## config.mk

```make
export PLATFORM = sky130hd
export DESIGN_NAME = dma_channel_arbiter
export DESIGN_NICKNAME = d
export VERILOG_FILES = /design/src/rtl/dma_arb_pkg.sv /design/src/rtl/rr_priority_picker.sv /design/src/rtl/dma_channel_arbiter.sv
export SDC_FILE = /design/constraint.sdc
export NUM_CORES = 1
export LEC_CHECK = 0
export ABC_AREA = 1
export BUFFER_PORTS_ARGS = -buffer_cell sky130_fd_sc_hd__buf_2
export CAP_MARGIN = 20
export CORE_MARGIN = 2
export CORE_UTILIZATION = 53
export CTS_BUF_LIST = sky130_fd_sc_hd__clkbuf_16
export DETAILED_ROUTE_END_ITERATION = 6
export PLACE_DENSITY = 0.83
export SYNTH_ARGS = -nofsm -noshare
export SYNTH_HDL_FRONTEND = slang
export SYNTH_SLANG_ARGS = --single-unit
export TNS_END_PERCENT = 30
```

## constraint.sdc

```tcl
create_clock -name CLK -period 4.35 [get_ports CLK]
set_input_delay 0.2175 -clock CLK [delete_from_list [all_inputs] [get_ports CLK]]
set_output_delay 0.2175 -clock CLK [all_outputs]
set_load 0.01 [all_outputs]
```

## src/rtl/dma_arb_pkg.sv

```systemverilog
// rtl/dma_arb_pkg.sv - shared state, register-select and config-select codes for the DMA channel arbiter
// Purpose: common definitions imported by dma_channel_arbiter and its picker.
// Contents: arbiter FSM state enum, DMAC REGSEL codes, shadow-register CFG_SEL codes.
package dma_arb_pkg;

  typedef enum logic [2:0] {
    ST_IDLE  = 3'd0,
    ST_PROG0 = 3'd1,
    ST_PROG1 = 3'd2,
    ST_PROG2 = 3'd3,
    ST_XFER  = 3'd4,
    ST_DONE  = 3'd5
  } arb_state_e;

  // DMAC register select codes driven on REGSEL
  localparam logic [1:0] REGSEL_MODE  = 2'd0;
  localparam logic [1:0] REGSEL_COUNT = 2'd1;
  localparam logic [1:0] REGSEL_ADDR  = 2'd2;

  // Shadow register select codes accepted on CFG_SEL
  localparam logic [1:0] CFG_SEL_MODE   = 2'd0;
  localparam logic [1:0] CFG_SEL_COUNT  = 2'd1;
  localparam logic [1:0] CFG_SEL_ADDR   = 2'd2;
  localparam logic [1:0] CFG_SEL_ENABLE = 2'd3;

endpackage

```

## src/rtl/rr_priority_picker.sv

```systemverilog
// rtl/rr_priority_picker.sv - combinational rotating-priority picker
// Purpose: choose the first eligible channel strictly after the last-served one, wrapping modulo NCH.
// Ports:
//   eligible  in   NCH  per-channel eligible vector
//   last      in   CW   last-served channel index
//   found     out  1    at least one channel is eligible
//   index     out  CW   winning channel index (0 when nothing is eligible)
module rr_priority_picker #(
  parameter int NCH = 4,
  parameter int CW  = (NCH > 1) ? $clog2(NCH) : 1
) (
  input  logic [NCH-1:0] eligible,
  input  logic [CW-1:0]  last,
  output logic           found,
  output logic [CW-1:0]  index
);

  logic          hi_found;
  logic          lo_found;
  logic [CW-1:0] hi_idx;
  logic [CW-1:0] lo_idx;

  // Scan downwards so the lowest matching index is the one left standing.
  // hi_* tracks the lowest eligible index above last; lo_* the lowest overall,
  // which is the wrap-around winner when nothing above last is eligible.
  always_comb begin
    hi_found = 1'b0;
    lo_found = 1'b0;
    hi_idx   = '0;
    lo_idx   = '0;
    for (int i = NCH - 1; i >= 0; i--) begin
      if (eligible[i]) begin
        lo_found = 1'b1;
        lo_idx   = CW'(i);
        if (i > int'(last)) begin
          hi_found = 1'b1;
          hi_idx   = CW'(i);
        end
      end
    end
  end

  assign found = lo_found;
  assign index = hi_found ? hi_idx : lo_idx;

endmodule

```

## src/rtl/dma_channel_arbiter.sv

```systemverilog
// rtl/dma_channel_arbiter.sv - rotating-priority front end sharing one DMAC between NCH requesters
// Purpose: arbitrate peripheral requests, program the DMAC mode/count/address for the winner,
//          then pass DREQ/DACK/EOP between the DMAC and the owning channel.
// Ports:
//   CLK, RST                       clock, synchronous active-high reset
//   CH_DREQ / CH_DACK / CH_EOP     per-channel request in, acknowledge and end pulse out
//   CFG_WE/CFG_CH/CFG_SEL/CFG_DATA shadow register write port
//   REGW / REGSEL / Setup          DMAC register write port
//   DREQ / DACK / EOP              DMAC handshake
//   GRANT_VLD / GRANT_CH           current owner of the DMAC
module dma_channel_arbiter
  import dma_arb_pkg::*;
#(
  parameter int NCH = 4,
  parameter int CW  = 2
) (
  input  logic           CLK,
  input  logic           RST,
  input  logic [NCH-1:0] CH_DREQ,
  output logic [NCH-1:0] CH_DACK,
  output logic [NCH-1:0] CH_EOP,
  input  logic           CFG_WE,
  input  logic [CW-1:0]  CFG_CH,
  input  logic [1:0]     CFG_SEL,
  input  logic [15:0]    CFG_DATA,
  output logic           REGW,
  output logic [1:0]     REGSEL,
  output logic [15:0]    Setup,
  output logic           DREQ,
  input  logic           DACK,
  input  logic           EOP,
  output logic           GRANT_VLD,
  output logic [CW-1:0]  GRANT_CH
);

  arb_state_e state_q, state_d;

  logic [15:0]    mode_q  [NCH];
  logic [15:0]    count_q [NCH];
  logic [15:0]    addr_q  [NCH];
  logic [NCH-1:0] en_q;
  logic [CW-1:0]  last_q;

  logic           regw_q, regw_d;
  logic [1:0]     regsel_q, regsel_d;
  logic [15:0]    setup_q, setup_d;
  logic           dreq_q, dreq_d;
  logic [NCH-1:0] ch_dack_q, ch_dack_d;
  logic [NCH-1:0] ch_eop_q, ch_eop_d;
  logic           grant_vld_q, grant_vld_d;
  logic [CW-1:0]  grant_ch_q, grant_ch_d;

  logic           pick_found;
  logic [CW-1:0]  pick_idx;
  logic [CW-1:0]  sel_ch;
  logic           cfg_ok;

  rr_priority_picker #(
    .NCH (NCH),
    .CW  (CW)
  ) u_picker (
    .eligible (CH_DREQ & en_q),
    .last     (last_q),
    .found    (pick_found),
    .index    (pick_idx)
  );

  // In IDLE the owner is not latched yet, so the picker result stands in for it.
  assign sel_ch = (state_q == ST_IDLE) ? pick_idx : grant_ch_q;

  // The owning channel's shadows are frozen while it holds the DMAC.
  assign cfg_ok = CFG_WE && !(grant_vld_q && (CFG_CH == grant_ch_q));

  always_comb begin
    state_d = state_q;
    case (state_q)
      ST_IDLE:  if (pick_found) state_d = (count_q[pick_idx] == 16'd0) ? ST_DONE : ST_PROG0;
      ST_PROG0: state_d = ST_PROG1;
      ST_PROG1: state_d = ST_PROG2;
      ST_PROG2: state_d = ST_XFER;
      ST_XFER:  if (EOP) state_d = ST_DONE;
      ST_DONE:  state_d = ST_IDLE;
      default:  state_d = ST_IDLE;
    endcase
  end

  // Outputs are registered, so they are decoded from the state being entered.
  always_comb begin
    regw_d      = 1'b0;
    regsel_d    = 2'd0;
    setup_d     = 16'd0;
    dreq_d      = 1'b0;
    ch_dack_d   = '0;
    ch_eop_d    = '0;
    grant_vld_d = 1'b0;
    grant_ch_d  = grant_ch_q;
    case (state_d)
      ST_PROG0: begin
        regw_d      = 1'b1;
        regsel_d    = REGSEL_MODE;
        setup_d     = mode_q[sel_ch];
        grant_vld_d = 1'b1;
        grant_ch_d  = sel_ch;
      end
      ST_PROG1: begin
        regw_d      = 1'b1;
        regsel_d    = REGSEL_COUNT;
        setup_d     = count_q[sel_ch];
        grant_vld_d = 1'b1;
      end
      ST_PROG2: begin
        regw_d      = 1'b1;
        regsel_d    = REGSEL_ADDR;
        setup_d     = addr_q[sel_ch];
        grant_vld_d = 1'b1;
      end
      ST_XFER: begin
        // Live request passes through so peripheral pauses reach the DMAC.
        dreq_d            = CH_DREQ[sel_ch];
        ch_dack_d[sel_ch] = DACK;
        grant_vld_d       = 1'b1;
      end
      ST_DONE: begin
        ch_eop_d[sel_ch] = 1'b1;
        grant_ch_d       = sel_ch;
      end
      default: ;
    endcase
  end

  always_ff @(posedge CLK) begin
    if (RST) begin
      state_q     <= ST_IDLE;
      last_q      <= CW'(NCH - 1);
      en_q        <= '0;
      regw_q      <= 1'b0;
      regsel_q    <= 2'd0;
      setup_q     <= 16'd0;
      dreq_q      <= 1'b0;
      ch_dack_q   <= '0;
      ch_eop_q    <= '0;
      grant_vld_q <= 1'b0;
      grant_ch_q  <= '0;
      for (int i = 0; i < NCH; i++) begin
        mode_q[i]  <= 16'd0;
        count_q[i] <= 16'd0;
        addr_q[i]  <= 16'd0;
      end
    end else begin
      state_q     <= state_d;
      regw_q      <= regw_d;
      regsel_q    <= regsel_d;
      setup_q     <= setup_d;
      dreq_q      <= dreq_d;
      ch_dack_q   <= ch_dack_d;
      ch_eop_q    <= ch_eop_d;
      grant_vld_q <= grant_vld_d;
      grant_ch_q  <= grant_ch_d;
      if (state_d == ST_DONE) last_q <= sel_ch;
      if (cfg_ok) begin
        case (CFG_SEL)
          CFG_SEL_MODE:   mode_q[CFG_CH]  <= CFG_DATA;
          CFG_SEL_COUNT:  count_q[CFG_CH] <= CFG_DATA;
          CFG_SEL_ADDR:   addr_q[CFG_CH]  <= CFG_DATA;
          CFG_SEL_ENABLE: en_q[CFG_CH]    <= CFG_DATA[0];
          default: ;
        endcase
      end
    end
  end

  assign REGW      = regw_q;
  assign REGSEL    = regsel_q;
  assign Setup     = setup_q;
  assign DREQ      = dreq_q;
  assign CH_DACK   = ch_dack_q;
  assign CH_EOP    = ch_eop_q;
  assign GRANT_VLD = grant_vld_q;
  assign GRANT_CH  = grant_ch_q;

endmodule

```

# Yosys cells after proc, flatten, opt, wreduce, memory -nomap -nowiden
# Memories as Yosys holds them, arrays and structs flattened.
# Index checks and enable logic that the tools add are counted.
dict set report totals {
  ff_bits 40
  ramBits 192
  inputBits 29
  output_inout_bits 31
  memories 3
}
dict set report classes {
  n_lt_le_gt_ge 7
  eq_ne 13
  mux 60
  bitwise 4
  reduce_logical 17
}
# name words width rd rd_ports_with_merged_regs wr line
set mem_list {}
lappend mem_list {addr_q 4 16 1 0 4 dma_channel_arbiter.sv:40} ;# logic [15:0] addr_q [NCH];
lappend mem_list {count_q 4 16 2 0 4 dma_channel_arbiter.sv:39} ;# logic [15:0] count_q [NCH];
lappend mem_list {mode_q 4 16 1 0 4 dma_channel_arbiter.sv:38} ;# logic [15:0] mode_q [NCH];
# op n
set op_table {}
lappend op_table {{2-to-1 mux 16 bit} 3}
lappend op_table {{case mux 16 bit (3 select lines)} 1}
lappend op_table {{OR reduction 16 bit} 3}
lappend op_table {{2-to-1 mux 1 bit} 32}
lappend op_table {{2-to-1 mux 2 bit} 15}
lappend op_table {{zero test 16 bit} 1}
lappend op_table {{case mux 3 bit (5 select lines)} 1}
lappend op_table {{equality test 3 x 2 -> 1 bit (second input constant)} 4}
lappend op_table {{equality test 3 bit (second input constant)} 3}
lappend op_table {{2-to-1 mux 3 bit} 3}
lappend op_table {{AND 4 bit} 2}
lappend op_table {{equality test 3 x 1 -> 1 bit (second input constant)} 2}
lappend op_table {{less-than comparator 2 x 3 -> 1 bit (second input constant)} 2}
lappend op_table {{OR reduction 2 bit} 3}
lappend op_table {{bitwise mux 4 bit} 1}
lappend op_table {{demux 1 bit (select 2 bit)} 2}
lappend op_table {{equality test 2 bit (second input constant)} 2}
lappend op_table {{greater-or-equal comparator 2 x 1 -> 1 bit (second input constant)} 2}
lappend op_table {{> comparator 2 bit (first input constant)} 2}
lappend op_table {{logical AND 1 bit} 4}
lappend op_table {{case mux 2 bit (2 select lines)} 1}
lappend op_table {{OR reduction 4 bit} 1}
lappend op_table {{zero test 3 bit} 1}
lappend op_table {{OR reduction 3 bit} 1}
lappend op_table {{other kinds (8)} 9}

# Longest topological paths before layout
# Gate-level depths: netlist of the first run.
# An unclocked memory read counts as a cell.
dict set report logic_depth {
  word_depth 16
  ltp_mapped 18
}

# Modules after synthesis
# From an unflattened synthesis of the first run, not the netlist that was laid out.
dict set report unflattened {
  cells_unflattened 1141
  hier_area_um2 10358.7
}
# mod instances cells_each area_per_inst_um2 seq_area_each_um2
set modules_own_cells {}
lappend modules_own_cells {dma_channel_arbiter 1 1120 10274.9 6566.3}
lappend modules_own_cells {rr_priority_picker 1 21 83.8 0.0}

# Least setup slack after synthesis of the first run
# No wires, ideal clock.
dict set report synth_timing {
  kind {register to register}
  startpoint {register grant_ch_q[1], in the netlist GRANT_CH[1]}
  endpoint {memory count_q[3][0] (enable)}
  setup_time_ns 0.411
  arrival_time_ns 2.169
  slack_ns 1.769
  stages_incl_launch_ff 7
  path_buffers 0
  synth_period_minus_slack_ns 2.581
  cell_sequence {dfxtp_1 -> or2_0 -> nand4_1 -> nand2_1 -> nor3_1 -> inv_2 -> o21ai_0}
}
# item line
set synth_rtl {}
lappend synth_rtl {{start, declared} dma_channel_arbiter.sv:51} ;# logic [CW-1:0] grant_ch_q, grant_ch_d;
lappend synth_rtl {{start signal, assigned} dma_channel_arbiter.sv:158} ;# grant_ch_q <= grant_ch_d;
lappend synth_rtl {{end, declared} dma_channel_arbiter.sv:39}

# Worst setup path in the final report of the first run
dict set report layout_timing {
  startpoint {register en_q[1]}
  endpoint {register setup_q[14], in the netlist Setup[14]}
}
dict set report layout_via {
  elab_chain_cells 11
  elab_cells_between_ends 20
  classes_between {3 x eq/ne; 12 x mux; 1 x bitwise; 1 x reduce/logical; 3 x memory}
}
# item line
set layout_rtl {}
lappend layout_rtl {{start, declared} dma_channel_arbiter.sv:41} ;# logic [NCH-1:0] en_q;
lappend layout_rtl {{start signal, assigned by index} dma_channel_arbiter.sv:165} ;# CFG_SEL_ENABLE: en_q[CFG_CH] <= CFG_DATA[0];
lappend layout_rtl {{AND 4 bit *} dma_channel_arbiter.sv:62} ;# .eligible (CH_DREQ & en_q),
lappend layout_rtl {{2-to-1 mux 2 bit (2 in a row)} rr_priority_picker.sv:32} ;# if (eligible[i]) begin
lappend layout_rtl {{2-to-1 mux 2 bit} rr_priority_picker.sv:44} ;# assign index = hi_found ? hi_idx : lo_idx;
lappend layout_rtl {{memory read (4 x 16 bit)} --}
lappend layout_rtl {{zero test 16 bit} dma_channel_arbiter.sv:77} ;# ST_IDLE: if (pick_found) state_d = (count_q[pick_idx] == 16'd0) ? ST_DONE : ST_PROG0;
lappend layout_rtl {{2-to-1 mux 3 bit (2 in a row)} dma_channel_arbiter.sv:77}
lappend layout_rtl {{case mux 3 bit (5 select lines)} dma_channel_arbiter.sv:76} ;# case (state_q)
lappend layout_rtl {{equality test 3 x 2 -> 1 bit or equality test 3 x 1 -> 1 bit (tied branches)} dma_channel_arbiter.sv:97} ;# case (state_d)
lappend layout_rtl {{case mux 16 bit (3 select lines) *} dma_channel_arbiter.sv:97}
lappend layout_rtl {{end signal, assigned} dma_channel_arbiter.sv:153} ;# setup_q <= setup_d;
lappend layout_rtl {{end, declared} dma_channel_arbiter.sv:46} ;# logic [15:0] setup_q, setup_d;
# Mark *: on every way between the ends. The rest lies on a longest branch, timed or not.
# A chain may end at the register's enable or synchronous reset.

==> out/qor.yml, run 1 <==
route:
  remaining_drc_errors: 0
  routed_wl_um: 29200
  avgRoutedWirePerCell_um: 17.9
  via_per_inst: 5.56
  dr_total_vias: 9072
  drtIter0Drc: 1245
  drtPass1Iterations: 7
  drtAntennaViolNets: 0
clock_network:
  root_buffer: "clkbuf_16"
  post-cts-setup-buffer-count: 0
  worstSkewPairLatency_ps: 530
  cts_resized: 0
  clockBufferDepth: 3
  htreeDepth: 1
  ctsHoldBuffers: 1
  clk_pin_slew_ps: 60
  cts_tree: "yes"
  numCtsBuffers: 24
  cts_sinks: 232
timing:
  hold_viol_final: 0
  fmax_mhz: 348
  final-setup-viol-count: 0
  finalMaxSlewViolations: 0
  skew_ps: 23.2
  timing.final.crit_share: 0.661
  rsz0062_at_grt: "no"
  fin_ws_ps: 1470
  post-route-min-period_ps: 2880
  finalSetupTns_ps: 0
  maxSlewHeadroom: 0.247
  worst_pin_slew_ps: 1130
placed_design:
  io_buffers: 59
  dp_slack_ps: 1650
  placed_area_um2: 11600
  gp_congestion: 0.892
  place_inst: 1589
  hpwl_um: 17800
setup_path:
  ff2ff_setup_slack_ps: 1470
  required_ps: 4800
  critPathArrivalTime_ps: 3320
  worst_setup_path_start_kind: "flip-flop"
  r2r_cells: 12
  crit_path_end_kind: "flip-flop"
  crit_type: "flip-flop to flip-flop"
  worstSetupEndpoint: "Setup[14]"
  path_max_fanout: 21
  r2r-end: "Setup[14]"
  r2r-start: "en_q[1]"
  cp-startpoint: "en_q[1]"
global_routing:
  grt_util_met1: 0.360
  grt-ovfl-total: 0
  use_met3: 0.0402
  grt_max_degree: 81
  antenna_found_initial: 0
  grtUsageMet2: 0.424
  grt_pass1_wl_um: 45300
  grt.total_usage: 0.264
  grt_pass1_vias: 8621
  grt_busiest_layer: "met2"
layout:
  num-nets-final: 1370
  ff_latch_area_um2: 6570
  fin_area_um2: 12400
  final_cell_mix: "nand2_1 (434), nor2_1 (208), edfxtp_1 (192)"
  final_common_cell: "nand2_1"
  drive_gt1_frac: 0.135
  area_delta_synth_final_pct: 10.2
  nFillCells: 1712
  fin_cells: 1633
  n_antenna_cell: 0
  multiInputGateArea_um2: 3790
pwr:
  clockPowerShare: 0.406
  power.leakage_nw: 5.25
  p_int_mw: 3.78
  irDropWorstVdd_mv: 0.319
  combPwrFrac: 0.089
  seq_power_share: 0.505
  p_sw_mw: 1.22
  switching_share: 0.245
  power_density_nw_per_um2: 404
floorplan:
  start_util: 0.537
  fp.dieW_um: 150
  fp.dieH_um: 150
  coreArea_um2: 20900
  num_rows: 53
  io_pins: 60
  die_area_um2: 22400
synth:
  avgSynthCellArea_um2: 8.57
  syn_area_um2: 11200
  postSynthCellCount: 1310
  ys_types: 30
  synth.top_cell.area_share: 0.514
  synthTopCellsByArea: "edfxtp_1 (51%), nand2_1 (15%), dfxtp_1 (7.1%), nor2_1 (7.0%), nand3_1 (5.0%)"
  seq_area_frac_synth: 0.585
  synth_nets: 1339
  ys_warn_count: 0
  yosysTopAreaCell: "edfxtp_1"
  synth-seq-cells: 232
run:
  cap_viol_max_count: 0
worst_hold_path:
  min_path_type: "input port to flip-flop"
  min_from: "CH_DREQ[0]"
outcome:
  status: "complete, no violations"
[layout make-up]
| cell class | count | share of cell area |
|---|---|---|
| tap | 275 | 0.0278 |
| sequential | 232 | 0.531 |
| multi-input combinational | 876 | 0.306 |
| timing repair buffer | 71 | 0.0314 |
| clock inverter | 19 | 0.0137 |
| clock buffer | 24 | 0.0486 |
| inverter | 136 | 0.0413 |
[critical path, cell delays in order (launching register included)]
cell	delay, ps
dfxtp_1	330
nand2_1	120
nor2_1	210
nor2_1	80
nand2_2	120
nand2_1	90
nand2_1	60
nand3_1	70
nand3_1	120
nand2_1	70
nand2_1	550
nand2_1	650
a21oi_1	320
[layer usage]
| layer | wire, um | share of wire |
|---|---|---|
| met1 | 11200 | 0.38 |
| met5 | 0 | 0 |
| met4 | 825 | 0.028 |
| met3 | 3350 | 0.11 |
| met2 | 13800 | 0.47 |
[power groups by stage]
stage | sequential (mW) | combinational (mW) | clock (mW)
2_1_floorplan | 2.56 | 0.295 | 0
3_3_place_gp | 2.57 | 0.424 | 0
3_5_place_dp | 2.57 | 0.431 | 0
4_1_cts | 2.52 | 0.436 | 2.03
5_1_grt | 2.53 | 0.483 | 2.11
6_report | 2.53 | 0.444 | 2.03
[worst min path at each step]
| stage | to | slack [ps] | depth (start not counted) |
|---|---|---|---|
| finish | DREQ | 9 | 3 |
| global route | DREQ | 30 | 3 |
| CTS | DREQ | 7 | 3 |
| detailed placement | en_q[3] | 440 | 2 |
| global placement | en_q[3] | 440 | 2 |
| floorplan | en_q[0] | 380 | 2 |
[cell usage after synthesis]
cell      instances
buf_1             1
nand3_1         112
clkbuf_1         32
or2_4             1
o21ai_2           2
o21ai_1          17
buf_2            17
and2_1            1
edfxtp_1        192
nand3_4           1
buf_4             2
or2_1             1
nand2_1         434
or2_0             1
a21oi_2           2
a21oi_1          23
nand2_2           2
nor3_1           17
xnor2_1           1
o21ai_0           8
nand4_1           8
dfxtp_1          40
nor2_1          208
inv_2            35
nor2_4           17
nor2_2           18
clkinv_1          2
buf_6            14
o211ai_1          2
inv_1            99
[registers in the layout (all words and copies together), names as in the netlist, 2 cells and up]
register and flops:
count_q 64, Setup 16, addr_q 64, CH_DACK 4
REGSEL 2, mode_q 64, state_q 3, en_q 4
GRANT_CH 2, last_q 2, CH_EOP 4
[per-stage QoR]
stage	power, mW	utilization	hold WS (ps)
after floorplan	2.86	-	383
after global placement	2.99	0.555	439
after detailed placement	3.00	0.555	438
after CTS	4.99	0.592	6.90
after global routing	5.12	0.592	31.3
final	5.00	0.592	8.74
[cell families after synthesis]
family	after synthesis	share of synthesized area
AOI/OAI and AO/OA	54	0.0259
DFF	232	0.585
and+or+nand+nor	821	0.309
buffers and inverters	202	0.0795
xor gates and xnor gates	1	0.000780
No activity file was read; power rests on OpenSTA's default activity.
==> run 2, diff against run 1 <==
PLACE_DENSITY = 0.85   (was 0.83)
clock period = 2.3 ns   (was 4.35 ns; I/O delays follow)
==> out/qor.yml, run 2 (synthesized netlist as in run 1, its figures left out) <==
timing:
  rsz0062_at_grt: "yes"
  post-route-min-period_ps: 2200  # -677 ps
  hold_viol_final: 1  # +1
  finalSetupTns_ps: 0  # unchanged
  skew_ps: 26.1  # +2.93 ps
  holdWs_ps: -3.90  # -12.6 ps
  worst_pin_slew_ps: 652  # -475 ps
  fmax_mhz: 455  # +31%
  final-setup-viol-count: 0  # unchanged
  finalMaxSlewViolations: 0  # unchanged
  maxSlewHeadroom: 0.562  # +0.315
  timing.final.crit_share: 0.956  # +0.295
global_routing:
  grt-ovfl-total: 0  # unchanged
  grt.total_usage: 0.281  # +0.0174
  grt_pass1_wl_um: 48200  # +6.3%
  antenna_found_initial: 0  # unchanged
  grt_pass1_vias: 9262  # +7.4%
  grt_max_degree: 81  # unchanged
outcome:
  status: "finished, violations left"
  violations: "negative hold slack"
worst_hold_path:
  hold_end: "DREQ"
  min_path_type: "input port to flip-flop"
  min_from: "CH_DREQ[2]"
  hold_depth: 5  # +2
setup_path:
  critical-path-top-delay-family: "simple AND/OR/NAND/NOR gates"
  cp.buffers_inverters: 3  # +3
  worstSetupPathDepth: 16  # +4
  critPathArrivalTime_ps: 2640  # -680 ps
  path_max_fanout: 26  # +24%
  path_cells: "inv_2 > nand2_1 > nor2_1 > nor2_1 > nand2_2 > nand3_4 > nand2_8 > buf_12 > nand2_1 > nand2_1 > nand2_1 > nand2_1 > nand2_1 > nand2_1 > inv_1 > a21oi_1"
  ff2ff_setup_slack_ps: 100  # -1370 ps
  cpPeakStageDelay_ps: 330  # -320 ps
  slowest_stage: "dfxtp_1"
  worst_setup_path_start_kind: "flip-flop"
  r2r_cells: 16  # +4
  crit_path_end_kind: "flip-flop"
  required_ps: 2740  # -2060 ps
  r2r-start: "last_q[1]"
  crit_type: "flip-flop to flip-flop"
  r2r-end: "Setup[1]"
  cp_common_cell: "nand2_1"
floorplan:
  fp.dieW_um: 150  # unchanged
  num_rows: 53  # unchanged
  io_pins: 60  # unchanged
  start_util: 0.537  # unchanged
  fp.dieH_um: 150  # unchanged
  die_area_um2: 22400  # unchanged
  coreArea_um2: 20900  # unchanged
route:
  avgRoutedWirePerCell_um: 19.2  # +7.6%
  drtIter0Drc: 1413  # +13%
  drtPass1Iterations: 6  # -1
  via_per_inst: 5.71  # +2.7%
  routed_wl_um: 32200  # +10%
  dr_total_vias: 9548  # +5.2%
  remaining_drc_errors: 0  # unchanged
  drtAntennaViolNets: 0  # unchanged
pwr:
  p_sw_mw: 2.39  # +95%
  clockPowerShare: 0.405  # about the same
  seq_power_share: 0.492  # -0.013
  switching_share: 0.246  # +0.00181
  p_int_mw: 7.31  # +94%
  combPwrFrac: 0.103  # +0.014
  power_density_nw_per_um2: 748  # +85%
  power.leakage_nw: 5.55  # +5.6%
  irDropWorstVdd_mv: 0.993  # +210%
run:
  cap_viol_max_count: 0  # unchanged
layout:
  multiInputGateArea_um2: 3800  # +0.30%
  nFillCells: 1580  # -7.7%
  final_cell_mix: "nand2_1 (433), nor2_1 (208), edfxtp_1 (192)"
  drive_gt1_frac: 0.156  # +0.0212
  num-nets-final: 1409  # +2.8%
  largestRegisters: "addr_q (64), count_q (64), mode_q (64)"
  final_common_cell: "nand2_1"
  ff_latch_area_um2: 6570  # unchanged
  area_delta_synth_final_pct: 15.7
  n_antenna_cell: 0  # unchanged
clock_network:
  root_buffer: "clkbuf_16"
  cts_tree: "yes"
  clk_pin_slew_ps: 70  # about the same
  cts_sinks: 232  # unchanged
  worstSkewPairLatency_ps: 530  # about the same
  clockBufferDepth: 3  # unchanged
  htreeDepth: 1  # unchanged
  numCtsBuffers: 24  # unchanged
  post-cts-setup-buffer-count: 0  # unchanged
placed_design:
  gp_congestion: 0.882  # -1.1%
  io_buffers: 59  # unchanged
  hpwl_um: 19400  # +9.1%
[run 2: cell count changes in the layout (fill, tap and decap cells not counted), moves of 2 or more]
cell | previous run | this run
clkinv_2 | 5 | 8
inv_1 | 104 | 102
buf_12 | 0 | 16
clkbuf_16 | 24 | 28
inv_2 | 37 | 34
buf_4 | 11 | 23
dlygate4sd3_1 | 1 | 8
[run 2: through the flow]
step	util	cells	area (um^2)	worst slack [ps]	total power, mW
finish	0.621	1673	13000	100	9.70
global route	0.621	1673	13000	-28.0	9.93
CTS	0.617	1670	12900	82.0	9.60
detailed placement	0.575	1618	12000	104	5.77
global placement	0.575	1618	12000	151	5.74
floorplan	-	1310	11200	-245	5.41
[run 2: timing repair]
action / CTS / global route
hold buffers: 8 / 0
gates resized for setup: 0 / 4
setup endpoints to repair: 0 / 19
hold endpoints to repair: 13 / 0
[run 2: per-layer routing]
metal / GRT usage / up-vias / share of wire
met5: 0 / - / 0
met4: 0.138 / 0 / 0.055
met3: 0.0509 / 140 / 0.11
met2: 0.455 / 685 / 0.47
met1: 0.367 / 4410 / 0.36
li1: - / 4313 / -
[run 2: worst register-to-register path, stage by stage, from the launching register on]
cell and delay [ps]:
dfxtp_1 330, inv_2 60, nand2_1 70, nor2_1 130, nor2_1 80, nand2_2 110, nand3_4 190, nand2_8 210
buf_12 200, nand2_1 70, nand2_1 60, nand2_1 50, nand2_1 140, nand2_1 100, nand2_1 90, inv_1 50
a21oi_1 180
[run 2: how the worst max path moves through the flow]
stage	from	to	slack (ps)
after floorplan	GRANT_CH[1]	mode_q[0][0]	-250
after global placement	count_q[0][0]	Setup[12]	150
after detailed placement	count_q[1][2]	Setup[12]	100
after CTS	count_q[1][2]	Setup[12]	80
after global routing	last_q[1]	Setup[12]	-30
final	last_q[1]	Setup[1]	100
[run 2: area by class of cell]
| type | instances | area share |
|---|---|---|
| sequential | 232 | 0.506 |
| multi-input combinational | 876 | 0.293 |
| timing repair buffer | 110 | 0.0748 |
| clock buffer | 25 | 0.0482 |
| inverter | 136 | 0.0395 |
| tap | 275 | 0.0265 |
| clock inverter | 19 | 0.0126 |
[run 2: power groups by stage]
stage                     registers, mW  logic [mW]  clock network [mW]
after floorplan                    4.85       0.559                   0
after global placement             4.85       0.892                   0
after detailed placement           4.86       0.912                   0
after CTS                          4.77       0.932                3.90
after global routing               4.79        1.06                4.08
final                              4.78       0.996                3.93
